File: src/rtl/nibble_link_pkg.sv
// Shared definitions for the phase-slotted nibble link: sequencer states,
// phase-count width, default capture slots and the slot-decode helper.
package nibble_link_pkg;

  typedef enum logic [1:0] {
    ST_IDLE  = 2'd0,
    ST_RUN   = 2'd1,
    ST_DRAIN = 2'd2
  } state_t;

  localparam int PHASE_W = 3;

  localparam logic [PHASE_W-1:0] PHASE_ZERO = 3'd0;
  localparam logic [PHASE_W-1:0] PHASE_ONE  = 3'd1;
  localparam logic [PHASE_W-1:0] PHASE_LAST = 3'd7;

  localparam logic [PHASE_W-1:0] SLOT_A_DEF = 3'd4;
  localparam logic [PHASE_W-1:0] SLOT_B_DEF = 3'd6;

  // True when the given phase is one of the two capture slots of a frame.
  function automatic logic is_slot(
    input logic [PHASE_W-1:0] phase,
    input logic [PHASE_W-1:0] slot_a = SLOT_A_DEF,
    input logic [PHASE_W-1:0] slot_b = SLOT_B_DEF
  );
    return (phase == slot_a) || (phase == slot_b);
  endfunction

endpackage

File: src/rtl/nibble_fifo.sv
// Small synchronous FIFO used as the input buffer of the nibble transmitter.
// Pointers carry one extra wrap bit so full and empty are distinguishable
// without a separate occupancy counter. A push while full is ignored even if
// a pop happens on the same edge; the storage array itself is not reset,
// clearing the pointers is enough to discard any buffered words.
module nibble_fifo #(
  parameter int DEPTH = 4,
  parameter int W     = 4
) (
  input  logic         clk,
  input  logic         rst_n,
  input  logic         i_push,
  input  logic [W-1:0] i_wdata,
  input  logic         i_pop,
  output logic         o_full,
  output logic         o_empty,
  output logic [W-1:0] o_head
);

  localparam int AW = (DEPTH > 1) ? $clog2(DEPTH) : 1;
  localparam logic [AW:0] PTR_ONE = (AW+1)'(1);

  logic [AW:0]  r_wr_ptr;
  logic [AW:0]  r_rd_ptr;
  logic [W-1:0] r_mem [DEPTH];

  logic w_full;
  logic w_empty;
  logic w_do_push;
  logic w_do_pop;

  assign w_full    = (r_wr_ptr[AW] != r_rd_ptr[AW]) &&
                     (r_wr_ptr[AW-1:0] == r_rd_ptr[AW-1:0]);
  assign w_empty   = (r_wr_ptr == r_rd_ptr);
  assign w_do_push = i_push && !w_full;
  assign w_do_pop  = i_pop && !w_empty;

  assign o_full  = w_full;
  assign o_empty = w_empty;
  assign o_head  = r_mem[r_rd_ptr[AW-1:0]];

  // Advance write/read pointers on accepted push/pop; reset empties the buffer.
  always_ff @(posedge clk or negedge rst_n) begin
    if (!rst_n) begin
      r_wr_ptr <= '0;
      r_rd_ptr <= '0;
    end else begin
      if (w_do_push) begin
        r_wr_ptr <= r_wr_ptr + PTR_ONE;
      end else begin
        r_wr_ptr <= r_wr_ptr;
      end
      if (w_do_pop) begin
        r_rd_ptr <= r_rd_ptr + PTR_ONE;
      end else begin
        r_rd_ptr <= r_rd_ptr;
      end
    end
  end

  // Write the incoming word into the slot addressed by the write pointer.
  always_ff @(posedge clk) begin
    if (w_do_push) begin
      r_mem[r_wr_ptr[AW-1:0]] <= i_wdata;
    end
  end

endmodule

File: src/rtl/nibble_phase_tx.sv
// Transmit side of the phase-slotted nibble link. Buffers producer words and
// drives the 3-bit phase count plus the data nibble. A word is loaded into a0
// on the edge where the phase enters a capture slot, so a0 is stable for the
// whole cycle in which clk_out shows that slot value.
module nibble_phase_tx
  import nibble_link_pkg::*;
#(
  parameter int                 DATA_W     = 4,
  parameter int                 FIFO_DEPTH = 4,
  parameter logic [PHASE_W-1:0] SLOT_A     = SLOT_A_DEF,
  parameter logic [PHASE_W-1:0] SLOT_B     = SLOT_B_DEF
) (
  input  logic               clk,
  input  logic               rst_n,
  input  logic               enable,
  input  logic               in_valid,
  input  logic [DATA_W-1:0]  in_data,
  output logic               in_ready,
  output logic [PHASE_W-1:0] clk_out,
  output logic [DATA_W-1:0]  a0,
  output logic               strobe,
  output logic               underrun,
  output logic               busy
);

  state_t             r_state;
  logic [PHASE_W-1:0] r_phase;
  logic [DATA_W-1:0]  r_a0;
  logic               r_strobe;
  logic               r_underrun;
  logic               r_busy;

  state_t             w_state_nxt;
  logic [PHASE_W-1:0] w_phase_nxt;
  logic               w_slot_nxt;
  logic               w_pop;
  logic               w_full;
  logic               w_empty;
  logic [DATA_W-1:0]  w_head;

  nibble_fifo #(
    .DEPTH (FIFO_DEPTH),
    .W     (DATA_W)
  ) u_fifo (
    .clk     (clk),
    .rst_n   (rst_n),
    .i_push  (in_valid),
    .i_wdata (in_data),
    .i_pop   (w_pop),
    .o_full  (w_full),
    .o_empty (w_empty),
    .o_head  (w_head)
  );

  // Next sequencer state and phase; DRAIN finishes the current frame before idling.
  always_comb begin
    w_state_nxt = r_state;
    w_phase_nxt = r_phase;
    case (r_state)
      ST_IDLE: begin
        if (enable) begin
          w_state_nxt = ST_RUN;
          w_phase_nxt = PHASE_ONE;
        end else begin
          w_state_nxt = ST_IDLE;
          w_phase_nxt = PHASE_ZERO;
        end
      end
      ST_RUN: begin
        if (!enable && (r_phase == PHASE_LAST)) begin
          w_state_nxt = ST_IDLE;
          w_phase_nxt = PHASE_ZERO;
        end else if (!enable) begin
          w_state_nxt = ST_DRAIN;
          w_phase_nxt = r_phase + PHASE_ONE;
        end else begin
          w_state_nxt = ST_RUN;
          w_phase_nxt = r_phase + PHASE_ONE;
        end
      end
      ST_DRAIN: begin
        if (r_phase == PHASE_LAST) begin
          w_state_nxt = enable ? ST_RUN : ST_IDLE;
          w_phase_nxt = PHASE_ZERO;
        end else if (enable) begin
          w_state_nxt = ST_RUN;
          w_phase_nxt = r_phase + PHASE_ONE;
        end else begin
          w_state_nxt = ST_DRAIN;
          w_phase_nxt = r_phase + PHASE_ONE;
        end
      end
      default: begin
        w_state_nxt = ST_IDLE;
        w_phase_nxt = PHASE_ZERO;
      end
    endcase
  end

  // A slot load happens when the upcoming phase is a capture slot; IDLE never loads.
  always_comb begin
    w_slot_nxt = (w_state_nxt != ST_IDLE) && is_slot(w_phase_nxt, SLOT_A, SLOT_B);
    if (w_slot_nxt && !w_empty) begin
      w_pop = 1'b1;
    end else begin
      w_pop = 1'b0;
    end
  end

  // Sequencer registers plus registered link outputs loaded at slot edges.
  always_ff @(posedge clk or negedge rst_n) begin
    if (!rst_n) begin
      r_state    <= ST_IDLE;
      r_phase    <= PHASE_ZERO;
      r_a0       <= '0;
      r_strobe   <= 1'b0;
      r_underrun <= 1'b0;
      r_busy     <= 1'b0;
    end else begin
      r_state  <= w_state_nxt;
      r_phase  <= w_phase_nxt;
      r_busy   <= (w_state_nxt != ST_IDLE);
      r_strobe <= w_slot_nxt;
      if (w_pop) begin
        r_a0       <= w_head;
        r_underrun <= 1'b0;
      end else if (w_slot_nxt) begin
        r_a0       <= r_a0;
        r_underrun <= 1'b1;
      end else begin
        r_a0       <= r_a0;
        r_underrun <= 1'b0;
      end
    end
  end

  assign in_ready = !w_full;
  assign clk_out  = r_phase;
  assign a0       = r_a0;
  assign strobe   = r_strobe;
  assign underrun = r_underrun;
  assign busy     = r_busy;

endmodule

File: config.mk
export PLATFORM = sky130hd
export DESIGN_NAME = nibble_phase_tx
export DESIGN_NICKNAME = d
export VERILOG_FILES = /design/src/rtl/nibble_link_pkg.sv /design/src/rtl/nibble_fifo.sv /design/src/rtl/nibble_phase_tx.sv
export SDC_FILE = /design/constraint.sdc
export NUM_CORES = 1
export LEC_CHECK = 0
export BUFFER_PORTS_ARGS = -buffer_cell sky130_fd_sc_hd__buf_2
export CORE_MARGIN = 2
export CORE_UTILIZATION = 51
export CTS_BUF_LIST = sky130_fd_sc_hd__clkbuf_4 sky130_fd_sc_hd__clkbuf_8 sky130_fd_sc_hd__clkbuf_16
export CTS_CLUSTER_SIZE = 12
export DETAILED_ROUTE_END_ITERATION = 10
export GPL_TIMING_DRIVEN = 0
export PLACE_DENSITY = 0.72
export SYNTH_ARGS = -nofsm -noshare
export SYNTH_HDL_FRONTEND = slang
export SYNTH_SLANG_ARGS = --single-unit
File: constraint.sdc
create_clock -name clk -period 2.6 [get_ports clk]
set_clock_uncertainty 0.15 [all_clocks]
set_input_delay 0.13 -clock clk [delete_from_list [all_inputs] [get_ports clk]]
set_output_delay 0.13 -clock clk [all_outputs]
set_load 0.1 [all_outputs]
==> metrics.yaml, run 1 <==
core_sq_mm: 0.00281
wl_met1_microns: 1010
clkSinkCount: 34
drv_cap: 0
fillers: 220
initial_utilization_pct: 54.4
path_cells: "ha_1, ha_1, or3b_4, a21oi_4, mux2_2"
wirelength_microns: 2350
drc: 3
fin_setup_tns_ns: 0
hold_class: "input pin to register"
drive_gt1_share_pct: 33.1
status: "finished with violations"
crit_path_frequent_cell: "ha_1"
synthToLayoutAreaGrowth_pct: 17.6
post-route-period-util_pct: 86.8
tightest_slew_ns: 0.487
cts_root_buffer: "clkbuf_4"
path_max_fanout: 6
maxSlewViolCount: 0
instances_no_fill: 161
numPortBuffers: 18
die_area_sq_mm: 0.00345
synth_area_per_cell_sq_um: 15.6
required_ns: 2.67
drtIter0Drc: 46
post-route-util_pct: 64.0
avgRoutedWirePerCell_microns: 14.6
cp_slowest_cell: "dfrtp_2"
cp.arrival_ns: 2.33
clock_path_buffers: 2
synth_cell_types: 34
cp-start-kind: "register"
antenna_found_initial: 0
cts_resized: 0
syn_nets: 113
multi_input_area_sq_um: 556
grt_max_degree: 19
clk_latency_ns: 0.33
fin_crit_ns: 2.26
ys_warn_count: 0
violations: "DRC"
finalNetCount: 144
pre_cts_slack_ns: 0.343
crit_type: "register to register"
numPlacedInstances: 147
antenna_cells: 0
rsz0062_at_grt: "no"
num_io_pins: 19
cp_slowest_stage_delay_ns: 0.45
synthesis.area_sq_mm: 0.00153
fin_ws_ns: 0.344
final_common_cell: "buf_2"
grt_pass1_vias: 869
grt_remaining_overflow: 0
via_per_inst: 5.36
cts_tree: "yes"
via_count: 863
max_slew_margin_pct: 67.7
drtPass1Iterations: 7
cts_max_level: 2
dr_wl_met3_microns: 150
end_kind: "register"
die_w_microns: 58.7
cp_num_buf_inv: 0
dieHeight_microns: 58.7
grt_first_pass_wirelength_microns: 4080
hold_viol: 0
final-seq-area_sq_um: 933
synthCells: 98
track_usage_pct: 17.1
max_freq_mhz: 443
routed-wl-met2_microns: 1150
final_cell_mix: "buf_2, dfrtp_1, edfxtp_1, ha_1"
cp_top_family: "adder cells"
finalSetupViolCount: 0
post-dp-hpwl_microns: 1700
yosysSeqAreaShare_pct: 61.0
finalWeightedCongestion: 0.739
rows: 19
top_layer: "met4"
ant_nets: 0
cts_buffers: 5
clk_pin_slew_ns: 0.10
ys_ff_latch: 34
final timing paths:
check,start,to,slack [ns],cells past startpoint
worst min register to register,a0[2]$_DFFE_PN0P_,a0[2]$_DFFE_PN0P_,0.36,1
worst min-delay path,in_valid,u_fifo.r_wr_ptr[0]$_DFFE_PN0P_,0.09,3
worst max-delay path,clk_out[0]$_DFF_PN0_,a0[1]$_DFFE_PN0P_,0.34,5
worst max register to register,clk_out[0]$_DFF_PN0_,a0[1]$_DFFE_PN0P_,0.34,5
max in group asynchronous,rst_n,clk_out[0]$_DFF_PN0_,1.89,2
min in group asynchronous,rst_n,a0[0]$_DFFE_PN0P_,0.11,2
kinds of logic after synthesis:
logic type      count (synthesis)  share of synthesized area (%)
compound gates                 11                           5.49
xor+xnor                        8                           4.59
fa+ha+maj                       7                           5.74
buf+inv                         6                           2.62
flops                          34                           61.0
mux                            11                           11.7
simple gates                   21                           8.85
registers in the layout, indices dropped and copies added, names as in the netlist:
name	flops
u_fifo.r_mem	16
a0	4
clk_out	3
u_fifo.r_rd_ptr	3
u_fifo.r_wr_ptr	3
r_state	2
busy	1
strobe	1
underrun	1
through the flow:
step	hold WS [ns]	instance area (sq um)
after floorplan	-0.316	1530
after global placement	-0.0750	1660
after detailed placement	-0.0701	1660
after CTS	0.0698	1800
after global routing	0.0909	1800
final	0.0888	1800
cell type report:
class                      count  area share (%)
clock inverter                 3            2.23
multi-input combinational     58            30.9
sequential                    34            52.0
inverter                       4           0.836
tap                           31            2.16
clock buffer                   5            2.09
buffer                         2            1.39
timing repair buffer          24            8.36
synthesized netlist by cell type (all sizes together):
cell / n / area share (%)
buf: 1 / 0.74
nand3b: 1 / 0.49
nor3: 1 / 0.33
a21boi: 2 / 0.98
ha: 7 / 5.7
a21oi: 3 / 1.7
o22ai: 1 / 0.41
mux4: 4 / 6.6
or2: 1 / 0.41
o31ai: 1 / 0.49
and2b: 1 / 0.57
inv: 4 / 0.98
and4b: 2 / 1.4
o21ai: 1 / 0.33
or3b: 1 / 0.74
dfrtp: 18 / 30
clkbuf: 1 / 0.90
xor2: 4 / 2.3
mux2i: 1 / 0.66
nor2b: 1 / 0.41
o2bb2ai: 1 / 0.57
nand2: 3 / 0.74
nand2b: 1 / 0.41
mux2: 6 / 4.4
nor2: 3 / 0.74
o31a: 1 / 0.57
xnor2: 4 / 2.3
edfxtp: 16 / 31
and2: 5 / 2.0
or2b: 1 / 0.57
a31oi: 1 / 0.41
worst min-delay path, stage by stage:
cell	delay [ns]
buf_2	0.10
o31a_1	0.16
xnor2_1	0.14
layer usage:
| metal | vias to the layer above | global-route usage [%] |
|---|---|---|
| li1 | 424 | - |
| met2 | 25 | 27.9 |
| met3 | 6 | 5.93 |
| met5 | - | 0 |
| met4 | 0 | 6.82 |
| met1 | 408 | 20.8 |
repair_timing:
action | in CTS | in global routing
setup buffers | 0 | 0
hold buffers | 6 | 0
endpoints found under the hold margin | 36 | 0
Power of run 1 is not shown: default switching activity piles up to over one toggle a cycle in this logic, so the estimate is an artifact.
==> inputs of run 2 (changes only) <==
Settings changed: CAP_MARGIN set to 10, PLACE_DENSITY 0.72 to 0.8.
==> metrics.yaml, run 2 (synthesis results as in run 1) <==
fin_ws_ns: 0.379
end_kind: "register"
ant_nets: 0
avgRoutedWirePerCell_microns: 15.6
clk_latency_ns: 0.34
crit_type: "register to register"
drtPass1Iterations: 7
tightest_slew_ns: 0.485
violations: "DRC"
post-dp-hpwl_microns: 1840
core_sq_mm: 0.00281
r2r_cells: 5
antenna_found_initial: 0
clkSinkCount: 34
grt_pass1_vias: 897
drv_cap: 0
hold_viol: 0
reg2reg_slack_ns: 0.38
finalWeightedCongestion: 0.787
reg2reg_from: "clk_out[0]$_DFF_PN0_"
max_slew_margin_pct: 67.9
track_usage_pct: 17.1
pre_cts_slack_ns: 0.395
synthToLayoutAreaGrowth_pct: 16.1
post-route-period-util_pct: 85.4
grt_first_pass_wirelength_microns: 4110
status: "finished with violations"
grt_remaining_overflow: 0
fillers: 211
cts_resized: 0
cts_tree: "yes"
cp.arrival_ns: 2.30
die_w_microns: 58.7
rsz0062_at_grt: "no"
regToRegEndpoint: "a0[3]$_DFFE_PN0P_"
clk_pin_slew_ns: 0.10
finalSetupViolCount: 0
dieHeight_microns: 58.7
largest_reg_flops: 16
drive_gt1_share_pct: 33.1
num_io_pins: 19
clock_path_buffers: 2
hold_class: "input pin to asynchronous set/reset pin"
cts_root_buffer: "clkbuf_4"
required_ns: 2.68
fin_setup_tns_ns: 0
wirelength_microns: 2510
final_common_cell: "buf_2"
die_area_sq_mm: 0.00345
cp-start-kind: "register"
path_max_fanout: 6
drc: 2
drtIter0Drc: 20
antenna_cells: 0
final_cell_mix: "buf_2, dfrtp_1, edfxtp_1, ha_1"
maxSlewViolCount: 0
cts_buffers: 5
max_freq_mhz: 450
cts_max_level: 2
initial_utilization_pct: 54.4
rows: 19
grt_max_degree: 19
fin_crit_ns: 2.22
via_per_inst: 5.46
numPortBuffers: 18
finalNetCount: 144
via_count: 879
run 2: changes by cell type in the layout (fill, tap and decap cells not counted), sizes merged:
| cell | delta |
|---|---|
| clkbuf | +1 |
| bufinv | -1 |
run 2: worst max-delay path by stage:
stage	from	to	slack [ns]	cells past startpoint
finish	clk_out[0]$_DFF_PN0_	a0[3]$_DFFE_PN0P_	0.38	5
global route	clk_out[0]$_DFF_PN0_	u_fifo.r_rd_ptr[1]$_DFFE_PN0P_	0.29	5
CTS	clk_out[0]$_DFF_PN0_	a0[3]$_DFFE_PN0P_	0.38	5
detailed placement	clk_out[0]$_DFF_PN0_	a0[3]$_DFFE_PN0P_	0.40	5
global placement	clk_out[0]$_DFF_PN0_	u_fifo.r_rd_ptr[1]$_DFFE_PN0P_	0.43	5
floorplan	clk_out[2]$_DFF_PN0_	a0[0]$_DFFE_PN0P_	0.14	5
run 2: layout make-up:
class                           count  area [sq um]  share of cell area, %
Tap cell                           31          38.8                   2.19
Inverter                            4          15.0                  0.847
Buffer                              2          25.0                   1.41
Sequential cell                    34           933                   52.6
Clock inverter                      2          10.0                  0.565
Multi-Input combinational cell     58           556                   31.3
Clock buffer                        6          45.0                   2.54
Timing Repair Buffer               24           150                   8.47
run 2: through the flow:
step / area [sq um] / hold slack (ns) / instances / utilization (%)
2_1_floorplan: 1530 / -0.316 / 98 / -
3_3_place_gp: 1660 / -0.0780 / 147 / 59.1
3_5_place_dp: 1660 / -0.0693 / 147 / 59.1
4_1_cts: 1770 / 0.0863 / 161 / 63.2
5_1_grt: 1770 / 0.0914 / 161 / 63.2
6_report: 1770 / 0.0827 / 161 / 63.2
run 2: critical path, cell delays in order, from the launching register on:
cell and delay [ns]:
dfrtp_2 0.45, ha_1 0.21, ha_1 0.25, or3b_4 0.44
a21oi_4 0.24, mux2_2 0.36
run 2: timing repair:
action / 4_1_cts / 5_1_grt
setup buffers: 0 / 0
hold buffers: 6 / 0
hold endpoints to repair: 36 / 0
run 2: per-layer routing:
layer / global-route usage (%) / vias up / wire, microns
met3: 6.37 / 9 / 98
met1: 19.2 / 431 / 1050
met4: 9.09 / 0 / 63
met2: 28.3 / 19 / 1300
met5: 0 / - / 0
li1: - / 420 / -
Power of run 2 is left out for the same reason.
==> inputs of run 3 (changes only) <==
Settings changed: CTS_CLUSTER_SIZE 12 to not set, PLACE_DENSITY 0.8 to 0.74.
==> metrics.yaml, run 3 (synthesis results as in run 1) <==
status: "finished with violations"
violations: "DRC"
num_io_pins: 19
die_area_sq_mm: 0.00345
fin_setup_tns_ns: 0
antenna_found_initial: 0
numPortBuffers: 18
cts_root_buffer: "clkbuf_4"
grt.met3_usage_pct: 7.25
clkSinkCount: 34
die_w_microns: 58.7
cp.arrival_ns: 2.30
ant_nets: 0
wirelength_microns: 2290
dieHeight_microns: 58.7
finalSetupViolCount: 0
core_sq_mm: 0.00281
track_usage_pct: 16.1
cts_buffers: 5
drtIter0Drc: 20
cp-start-kind: "register"
grt_max_degree: 19
final_common_cell: "buf_2"
drc: 1
post-dp-hpwl_microns: 1670
maxSlewViolCount: 0
tightest_slew_ns: 0.485
grtUsageMet2_pct: 25.7
max_slew_margin_pct: 67.9
avgRoutedWirePerCell_microns: 14.2
via_count: 853
clk_pin_slew_ns: 0.10
clock_path_buffers: 2
grt_busiest_layer: "met2"
largest_reg_flops: 16
crit_type: "register to register"
max_freq_mhz: 449
hold_class: "input pin to register"
end_kind: "register"
antenna_cells: 0
fillers: 216
rsz0062_at_grt: "no"
drtPass1Iterations: 7
cts_tree: "yes"
cts_max_level: 2
cts_resized: 0
fin_crit_ns: 2.22
grt_pass1_vias: 821
clk_latency_ns: 0.34
finalWeightedCongestion: 0.749
grt_remaining_overflow: 0
required_ns: 2.68
drive_gt1_share_pct: 33.1
initial_utilization_pct: 54.4
hold_viol: 0
grt_first_pass_wirelength_microns: 3810
drv_cap: 0
finalNetCount: 144
via_per_inst: 5.30
post-route-period-util_pct: 85.6
path_max_fanout: 6
grt_util_met1_pct: 19.6
synthToLayoutAreaGrowth_pct: 16.7
rows: 19
final_cell_mix: "buf_2, dfrtp_1, edfxtp_1, ha_1"
==> run 3: final cells by class <==
| type | count | area, sq um | share of cell area, % |
|---|---|---|---|
| well taps | 31 | 38.8 | 2.18 |
| clock inverters | 2 | 12.5 | 0.702 |
| inverters | 4 | 15.0 | 0.843 |
| multi-input cells | 58 | 556 | 31.2 |
| clock buffers | 6 | 51.3 | 2.88 |
| plain buffers | 2 | 25.0 | 1.40 |
| repair buffers | 24 | 150 | 8.43 |
| flip-flops and latches | 34 | 933 | 52.4 |
==> run 3: routing by layer <==
layer  up-vias  share of wire [%]
met5         -                  0
met4         0                1.6
met3         5                5.3
met2        18                 49
met1       407                 44
li1        423                  -
==> run 3: timing repair <==
action	4_1_cts	5_1_grt
hold buffers	6	0
setup buffers	0	0
hold endpoints to repair	36	0
==> run 3: worst max-delay path, cell delays in order (launching register included) <==
cell	delay, ns
dfrtp_2	0.45
ha_1	0.22
ha_1	0.25
or3b_4	0.44
a21oi_4	0.25
mux2_2	0.37
==> run 3: per-stage QoR <==
step | utilization [%] | cells | worst slack [ns] | hold WS, ns | area, sq um
global placement | 59.1 | 147 | 0.428 | -0.0772 | 1660
CTS | 63.5 | 161 | 0.373 | 0.0836 | 1780
global route | 63.5 | 161 | 0.266 | 0.0815 | 1780
detailed placement | 59.1 | 147 | 0.395 | -0.0711 | 1660
finish | 63.5 | 161 | 0.375 | 0.0821 | 1780
floorplan | - | 98 | 0.136 | -0.316 | 1530
==> run 3: worst paths after layout <==
kind / start / endpoint / slack [ns] / depth (start not counted)
max: clk_out[0]$_DFF_PN0_ / a0[1]$_DFFE_PN0P_ / 0.38 / 5
max reg2reg: clk_out[0]$_DFF_PN0_ / a0[1]$_DFFE_PN0P_ / 0.38 / 5
min: in_valid / u_fifo.r_wr_ptr[0]$_DFFE_PN0P_ / 0.08 / 3
max in group asynchronous: rst_n / clk_out[1]$_DFF_PN0_ / 1.89 / 2
min reg2reg: a0[2]$_DFFE_PN0P_ / a0[2]$_DFFE_PN0P_ / 0.36 / 1
min in group asynchronous: rst_n / u_fifo.r_wr_ptr[2]$_DFFE_PN0P_ / 0.10 / 2
Power of run 3 is left out for the same reason.
